File: src/rtl/conv2d_engine.sv
// -----------------------------------------------------------------------------
// conv2d_engine
//
// Parametrised 2-D valid-mode convolution engine. A CONV_DIM x CONV_DIM kernel
// and a MATRIX_DIM x MATRIX_DIM matrix are loaded row-major over one shared
// valid/ready input stream. On start, every output position is computed with a
// single signed MAC (one product per cycle). Each result is then presented
// under valid/ready backpressure, in row-major order.
//
// Optional build macro: CONV_RELU_EN
//   defined   -> presented value is ReLU of the accumulator
//   undefined -> raw signed accumulator is presented
//
// Ports:
//   clk          clock, all logic on the rising edge
//   rst          synchronous active-high reset
//   load_kernel  strobe, start a kernel load (IDLE only)
//   load_matrix  strobe, start a matrix load (IDLE only)
//   start        strobe, start a convolution run (IDLE only)
//   in_valid     data_in holds a valid element
//   in_ready     engine accepts data_in this cycle
//   data_in      signed element, row-major order
//   busy         FSM is not IDLE
//   out_valid    out_data holds a result
//   out_ready    consumer accepts out_data
//   out_data     signed convolution result
//   out_last     qualifies the final result of a run
//   done         one-cycle pulse after the final result is accepted
// -----------------------------------------------------------------------------
module conv2d_engine #(
  parameter int DATA_WIDTH = 8,
  parameter int MATRIX_DIM = 16,
  parameter int CONV_DIM   = 3,
  parameter int ACC_WIDTH  = 2*DATA_WIDTH + $clog2(CONV_DIM*CONV_DIM)
) (
  input  logic                  clk,
  input  logic                  rst,
  input  logic                  load_kernel,
  input  logic                  load_matrix,
  input  logic                  start,
  input  logic                  in_valid,
  output logic                  in_ready,
  input  logic [DATA_WIDTH-1:0] data_in,
  output logic                  busy,
  output logic                  out_valid,
  input  logic                  out_ready,
  output logic [ACC_WIDTH-1:0]  out_data,
  output logic                  out_last,
  output logic                  done
);

  localparam int K_N     = CONV_DIM * CONV_DIM;
  localparam int M_N     = MATRIX_DIM * MATRIX_DIM;
  localparam int OUT_DIM = MATRIX_DIM - CONV_DIM + 1;
  localparam int K_AW    = (K_N > 1)     ? $clog2(K_N)     : 1;
  localparam int M_AW    = (M_N > 1)     ? $clog2(M_N)     : 1;
  localparam int C_W     = (CONV_DIM > 1) ? $clog2(CONV_DIM) : 1;
  localparam int O_W     = (OUT_DIM > 1) ? $clog2(OUT_DIM) : 1;
  localparam int EXT_W   = (ACC_WIDTH > 2*DATA_WIDTH) ? ACC_WIDTH : 2*DATA_WIDTH;

  localparam logic [M_AW-1:0] K_LOAD_LAST = M_AW'(K_N - 1);
  localparam logic [M_AW-1:0] M_LOAD_LAST = M_AW'(M_N - 1);
  localparam logic [K_AW-1:0] K_IDX_LAST  = K_AW'(K_N - 1);
  localparam logic [C_W-1:0]  KX_LAST     = C_W'(CONV_DIM - 1);
  localparam logic [O_W-1:0]  O_LAST      = O_W'(OUT_DIM - 1);
  // Address step from the end of one window row to the start of the next.
  localparam logic [M_AW-1:0] WIN_ROW_STEP = M_AW'(MATRIX_DIM - CONV_DIM + 1);
  // Base step when the output column wraps: (i+1)*MD - (i*MD + OUT_DIM-1).
  localparam logic [M_AW-1:0] OUT_ROW_STEP = M_AW'(CONV_DIM);

  localparam logic [2:0] ST_IDLE    = 3'd0;
  localparam logic [2:0] ST_LOAD_K  = 3'd1;
  localparam logic [2:0] ST_LOAD_M  = 3'd2;
  localparam logic [2:0] ST_MAC     = 3'd3;
  localparam logic [2:0] ST_PRESENT = 3'd4;
  localparam logic [2:0] ST_DONE    = 3'd5;

  logic [2:0]            r_state;
  logic [M_AW-1:0]       r_load_idx;
  logic [K_AW-1:0]       r_kidx;     // linear kernel index, kx fastest
  logic [C_W-1:0]        r_kx;       // kernel column, detects window-row wrap
  logic [O_W-1:0]        r_oi;
  logic [O_W-1:0]        r_oj;
  logic [M_AW-1:0]       r_base;     // matrix address of window origin (i, j)
  logic [M_AW-1:0]       r_maddr;    // matrix address of current tap
  logic [ACC_WIDTH-1:0]  r_acc;

  logic signed [DATA_WIDTH-1:0] r_kernel [K_N];
  logic signed [DATA_WIDTH-1:0] r_matrix [M_N];

  logic                         w_load_fire;
  logic                         w_last_pos;
  logic [M_AW-1:0]              w_next_base;
  logic signed [DATA_WIDTH-1:0] w_k;
  logic signed [DATA_WIDTH-1:0] w_m;
  logic signed [2*DATA_WIDTH-1:0] w_prod;
  logic signed [EXT_W-1:0]      w_prod_wide;
  logic [ACC_WIDTH-1:0]         w_prod_acc;
  logic [ACC_WIDTH-1:0]         w_present_val;

  assign in_ready    = (r_state == ST_LOAD_K) || (r_state == ST_LOAD_M);
  assign w_load_fire = in_valid && in_ready;
  assign w_last_pos  = (r_oi == O_LAST) && (r_oj == O_LAST);
  assign w_next_base = (r_oj == O_LAST) ? r_base + OUT_ROW_STEP
                                        : r_base + M_AW'(1);

  assign w_k         = r_kernel[r_kidx];
  assign w_m         = r_matrix[r_maddr];
  assign w_prod      = w_k * w_m;
  // Signed size cast sign-extends; slicing then wraps for narrow ACC_WIDTH.
  assign w_prod_wide = EXT_W'(w_prod);
  assign w_prod_acc  = w_prod_wide[ACC_WIDTH-1:0];

`ifdef CONV_RELU_EN
  assign w_present_val = r_acc[ACC_WIDTH-1] ? '0 : r_acc;
`else
  assign w_present_val = r_acc;
`endif

  assign busy      = (r_state != ST_IDLE);
  assign out_valid = (r_state == ST_PRESENT);
  assign out_last  = out_valid && w_last_pos;
  // Gated so the partial sum never leaks while the MAC is running.
  assign out_data  = out_valid ? w_present_val : '0;
  assign done      = (r_state == ST_DONE);

  // NOTE: element storage has no reset so it survives rst and maps to plain
  // RAM; only control state is reset.
  always_ff @(posedge clk) begin
    if (!rst && w_load_fire) begin
      if (r_state == ST_LOAD_K) r_kernel[r_load_idx[K_AW-1:0]] <= data_in;
      else                      r_matrix[r_load_idx]            <= data_in;
    end
  end

  // NOTE: every register below is assigned with <= so all state updates
  // see the pre-edge values, regardless of statement order.
  always_ff @(posedge clk) begin
    if (rst) begin
      r_state    <= ST_IDLE;
      r_load_idx <= '0;
      r_kidx     <= '0;
      r_kx       <= '0;
      r_oi       <= '0;
      r_oj       <= '0;
      r_base     <= '0;
      r_maddr    <= '0;
      r_acc      <= '0;
    end else begin
      case (r_state)
        ST_IDLE: begin
          // Priority: load_kernel > load_matrix > start; losers are dropped.
          if (load_kernel) begin
            r_state    <= ST_LOAD_K;
            r_load_idx <= '0;
          end else if (load_matrix) begin
            r_state    <= ST_LOAD_M;
            r_load_idx <= '0;
          end else if (start) begin
            r_state <= ST_MAC;
            r_acc   <= '0;
            r_kidx  <= '0;
            r_kx    <= '0;
            r_oi    <= '0;
            r_oj    <= '0;
            r_base  <= '0;
            r_maddr <= '0;
          end
        end

        ST_LOAD_K, ST_LOAD_M: begin
          if (w_load_fire) begin
            if (r_load_idx == ((r_state == ST_LOAD_K) ? K_LOAD_LAST : M_LOAD_LAST)) begin
              r_state    <= ST_IDLE;
              r_load_idx <= '0;
            end else begin
              r_load_idx <= r_load_idx + M_AW'(1);
            end
          end
        end

        ST_MAC: begin
          r_acc <= r_acc + w_prod_acc;
          if (r_kidx == K_IDX_LAST) begin
            r_state <= ST_PRESENT;
          end else begin
            r_kidx <= r_kidx + K_AW'(1);
            if (r_kx == KX_LAST) begin
              r_kx    <= '0;
              r_maddr <= r_maddr + WIN_ROW_STEP;
            end else begin
              r_kx    <= r_kx + C_W'(1);
              r_maddr <= r_maddr + M_AW'(1);
            end
          end
        end

        ST_PRESENT: begin
          if (out_ready) begin
            if (w_last_pos) begin
              r_state <= ST_DONE;
            end else begin
              r_state <= ST_MAC;
              r_acc   <= '0;
              r_kidx  <= '0;
              r_kx    <= '0;
              r_base  <= w_next_base;
              r_maddr <= w_next_base;
              if (r_oj == O_LAST) begin
                r_oj <= '0;
                r_oi <= r_oi + O_W'(1);
              end else begin
                r_oj <= r_oj + O_W'(1);
              end
            end
          end
        end

        ST_DONE: r_state <= ST_IDLE;

        default: r_state <= ST_IDLE;
      endcase
    end
  end

endmodule

File: config.mk
export PLATFORM = sky130hd
export DESIGN_NAME = conv2d_engine
export DESIGN_NICKNAME = d
export VERILOG_FILES = /design/src/rtl/conv2d_engine.sv
export SDC_FILE = /design/constraint.sdc
export NUM_CORES = 2
export LEC_CHECK = 0
export CORE_MARGIN = 1.5
export CORE_UTILIZATION = 60
export DETAILED_ROUTE_END_ITERATION = 12
export PLACE_DENSITY = 0.76
export SLEW_MARGIN = 40
export SYNTH_ARGS = -nofsm -noshare
export SYNTH_HDL_FRONTEND = slang
export SYNTH_SLANG_ARGS = --single-unit
File: constraint.sdc
create_clock -name clk -period 11.15 [get_ports clk]
set_input_delay 3.345 -clock clk [delete_from_list [all_inputs] [get_ports clk]]
set_output_delay 3.345 -clock clk [all_outputs]
set_load 0.01 [all_outputs]
==> flow_summary.toml <==
[status]
status = "finished clean"

[timing]
tightest_slew_ns = 0.894
finalCritPeriodShare_pct = 88.2
rsz0062_at_grt = "no"
finalClockSkew_ns = 0.0545
slew_headroom_pct = 40.2
clock.fmax_ghz = 0.102
hold_viol = 0
setup_viol = 0
period_minus_slack_ns = 9.83
timing.setup.tns_ns = 0
finalMaxSlewViolations = 0
final.setup.worst_slack_ns = 1.32

[detailed_routing]
drt-wirelength-per-cell_um = 31.9
vias_per_cell = 6.73
routed_wl_um = 204000
ant_nets = 0
drtIter0Drc = 5640
first_pass_iters = 7
drcViolationCount = 0
vias = 43200

[yosys]
synth_top_area_share_pct = 71.9
yosys.area_share.xor_xnor_pct = 0.386
synth_seq_cells = 2193
synth-compound-area-share_pct = 1.55
synth.area.mux_share_pct = 17.4
synth_edf_count = 2120
synthAdderAreaFrac_pct = 2.18
synth_cells = 4212
synth-simple-area-share_pct = 3.14
async_flop_share_pct = 0
synth_warnings = 0
ys_types = 65
synth_area_leaders = "edfxtp_1, mux4_2, nor2_1"
synth.most_common_cell = "edfxtp_1"
syn_area_mm2 = 0.0885
synthTopCellsByCount = "edfxtp_1, mux4_2, nor2_1"
synth.net_count = 4347
synth_largest_area_cell = "edfxtp_1"
ys.flop_type = "edfxtp_1"
synth_top_family_by_area = "multiplexers"
syn_avg_cell_area_um2 = 21.0
yosysSeqAreaShare_pct = 73.6

[worst_setup_path]
cp_slowest_cell = "mux4_2"
startpoint_type = "flip-flop"
critPathCaptureType = "flip-flop"
worstPathArrival_ns = 10.58
reg2reg_slack_ns = 1.32
crit_fanout = 31
critPathBufInv = 5
worstSetupPathType = "reg -> reg"
slowest_delay_ns = 0.66
r2r_end = "r_acc[19]"
critical_path.top_delay_family = "adder cells"
reg2reg_depth = 30
required_ns = 11.90

[power]
pwr-share-seq_pct = 35.3
ir_drop_mv = 0.687
power.total_mw = 26.0
p_clk_share_pct = 27.4
power_frac_comb_pct = 37.3
power.net_switching_mw = 8.68
p_sw_share_pct = 33.4
p_per_area_mw_per_mm2 = 264
p_int_mw = 17.3
p_leak_nw = 30.1

[cells_and_area]
diodes = 0
drive_above_1_share_pct = 27.3
multi_input_area_mm2 = 0.0222
seq_area_mm2 = 0.0651
finalNetCount = 4456
stdcell_count = 6416
area_growth_syn_to_layout_pct = 11.3
final.fill_count = 8787

[clock_network]
clk_pin_slew_ns = 0.07
clock_sinks = 2193
post_cts_resized = 0
clk_latency_ns = 0.85
ctsHoldBuffers = 0
cts_made_buffers = 209
cts_tree = "yes"
cts_max_path_buffers = 3
cts_setup_buffers = 0
cts_root_buf = "clkbuf_16"
ctsHtreeMaxLevel = 4

[placement]
place_congestion = 0.894
dp_slack_ns = 1.27
dp.final_hpwl_um = 120000
io_buffers = 39
place_inst = 6021

[run]
drv_cap = 0

[global_route]
antenna_found_initial = 2
grt_pass1_vias = 43500
grtUsageTotal_pct = 27.8
grt_first_pass_wirelength_um = 301000
grt_start_max_net_pins = 134
overflow = 0

[min_path]
holdCritStartpoint = "r_base[7]"
hold_class = "reg -> reg"
whs_path_depth = 2
hold-path-endpoint = "r_base[7]"

[die]
die_y_um = 387
rows = 140
core_mm2 = 0.146
die_x_um = 387
dieArea_mm2 = 0.150
start_util_pct = 60.6
boundaryPins = 40
worst min-delay path, delay by kind of cell (launching register included):
| family | cells | cell delay [ns] |
|---|---|---|
| flops | 1 | 0.32 |
| compound gates | 1 | 0.05 |
| simple gates | 1 | 0.06 |
through the flow:
step / instance area [um2] / hold WS [ns] / utilization (%)
after floorplan: 88500 / 0.445 / -
after global placement: 91000 / 0.458 / 62.3
after detailed placement: 91200 / 0.465 / 62.4
after CTS: 98100 / 0.474 / 67.2
after global routing: 98500 / 0.500 / 67.4
final: 98500 / 0.474 / 67.4
power groups by stage:
stage | clock [mW] | combinational, mW | sequential [mW]
after floorplan | 0 | 7.36 | 9.27
after global placement | 0 | 9.41 | 9.35
after detailed placement | 0 | 9.57 | 9.35
after CTS | 7.19 | 9.66 | 9.18
after global routing | 7.48 | 10.7 | 9.19
final | 7.13 | 9.68 | 9.18
cells by family (layout without fill, tap and decap cells):
family | Yosys count | count (layout)
AO/OA/AOI/OAI | 192 | 192
XOR/XNOR | 39 | 39
adder cells (fa/ha/maj) | 120 | 120
buffers and inverters | 336 | 623
flip-flops | 2193 | 2193
multiplexers | 691 | 691
AND/OR/NAND/NOR | 641 | 641
cell usage in the layout (no fill, tap or decap), types with 23 or more instances in the layout:
cell type / Yosys / routed
o21ai_0: 32 / 31
and3_1: 30 / 29
nand3_1: 33 / 29
fa_1: 57 / 57
ha_1: 63 / 63
clkbuf_1: 125 / 51
nand2_1: 80 / 72
clkinv_1: 0 / 43
clkinv_2: 0 / 26
a21oi_1: 55 / 53
buf_4: 17 / 48
clkbuf_16: 0 / 209
dfxtp_1: 73 / 65
clkdlybuf4s50_1: 0 / 30
inv_1: 110 / 110
xnor2_1: 23 / 23
edfxtp_1: 2120 / 2120
nor2_1: 396 / 276
nor2b_1: 25 / 23
mux4_2: 680 / 680
nor2_2: 0 / 120
per-layer routing:
layer,routed length [um],global-route usage (%),vias up
met5,30,0,-
met4,7490,9.63,4
met3,19900,5.43,407
met2,100000,44.2,2610
met1,76800,39.2,22600
li1,-,-,17500
how the worst max path moves through the flow:
| stage | from | end | slack [ns] | cells past startpoint |
|---|---|---|---|---|
| finish | flip-flop | r_acc[19] | 1.32 | 30 |
| global route | flip-flop | r_acc[19] | 0.76 | 30 |
| CTS | flip-flop | r_acc[19] | 1.10 | 30 |
| detailed placement | flip-flop | r_acc[19] | 1.27 | 30 |
| global placement | flip-flop | r_acc[19] | 1.27 | 29 |
| floorplan | flip-flop | r_acc[19] | 2.70 | 32 |
registers in the layout, indices dropped and copies added (netlist names), named ones only:
name / count
r_matrix: 2048
r_state: 3
r_oi: 4
r_kernel: 72
r_load_idx: 8
r_base: 8
r_kx: 2
r_kidx: 4
r_maddr: 8
r_oj: 4
r_acc: 20
area by class of cell:
class / count / share of cell area (%)
clock buffer: 269 / 5.63
multi-input combinational: 1683 / 22.5
inverter: 112 / 0.427
timing repair buffer: 122 / 1.43
sequential: 2193 / 66.1
tap: 1917 / 2.44
clock inverter: 120 / 1.39
Note: power is estimated with default switching activity, not from simulation.
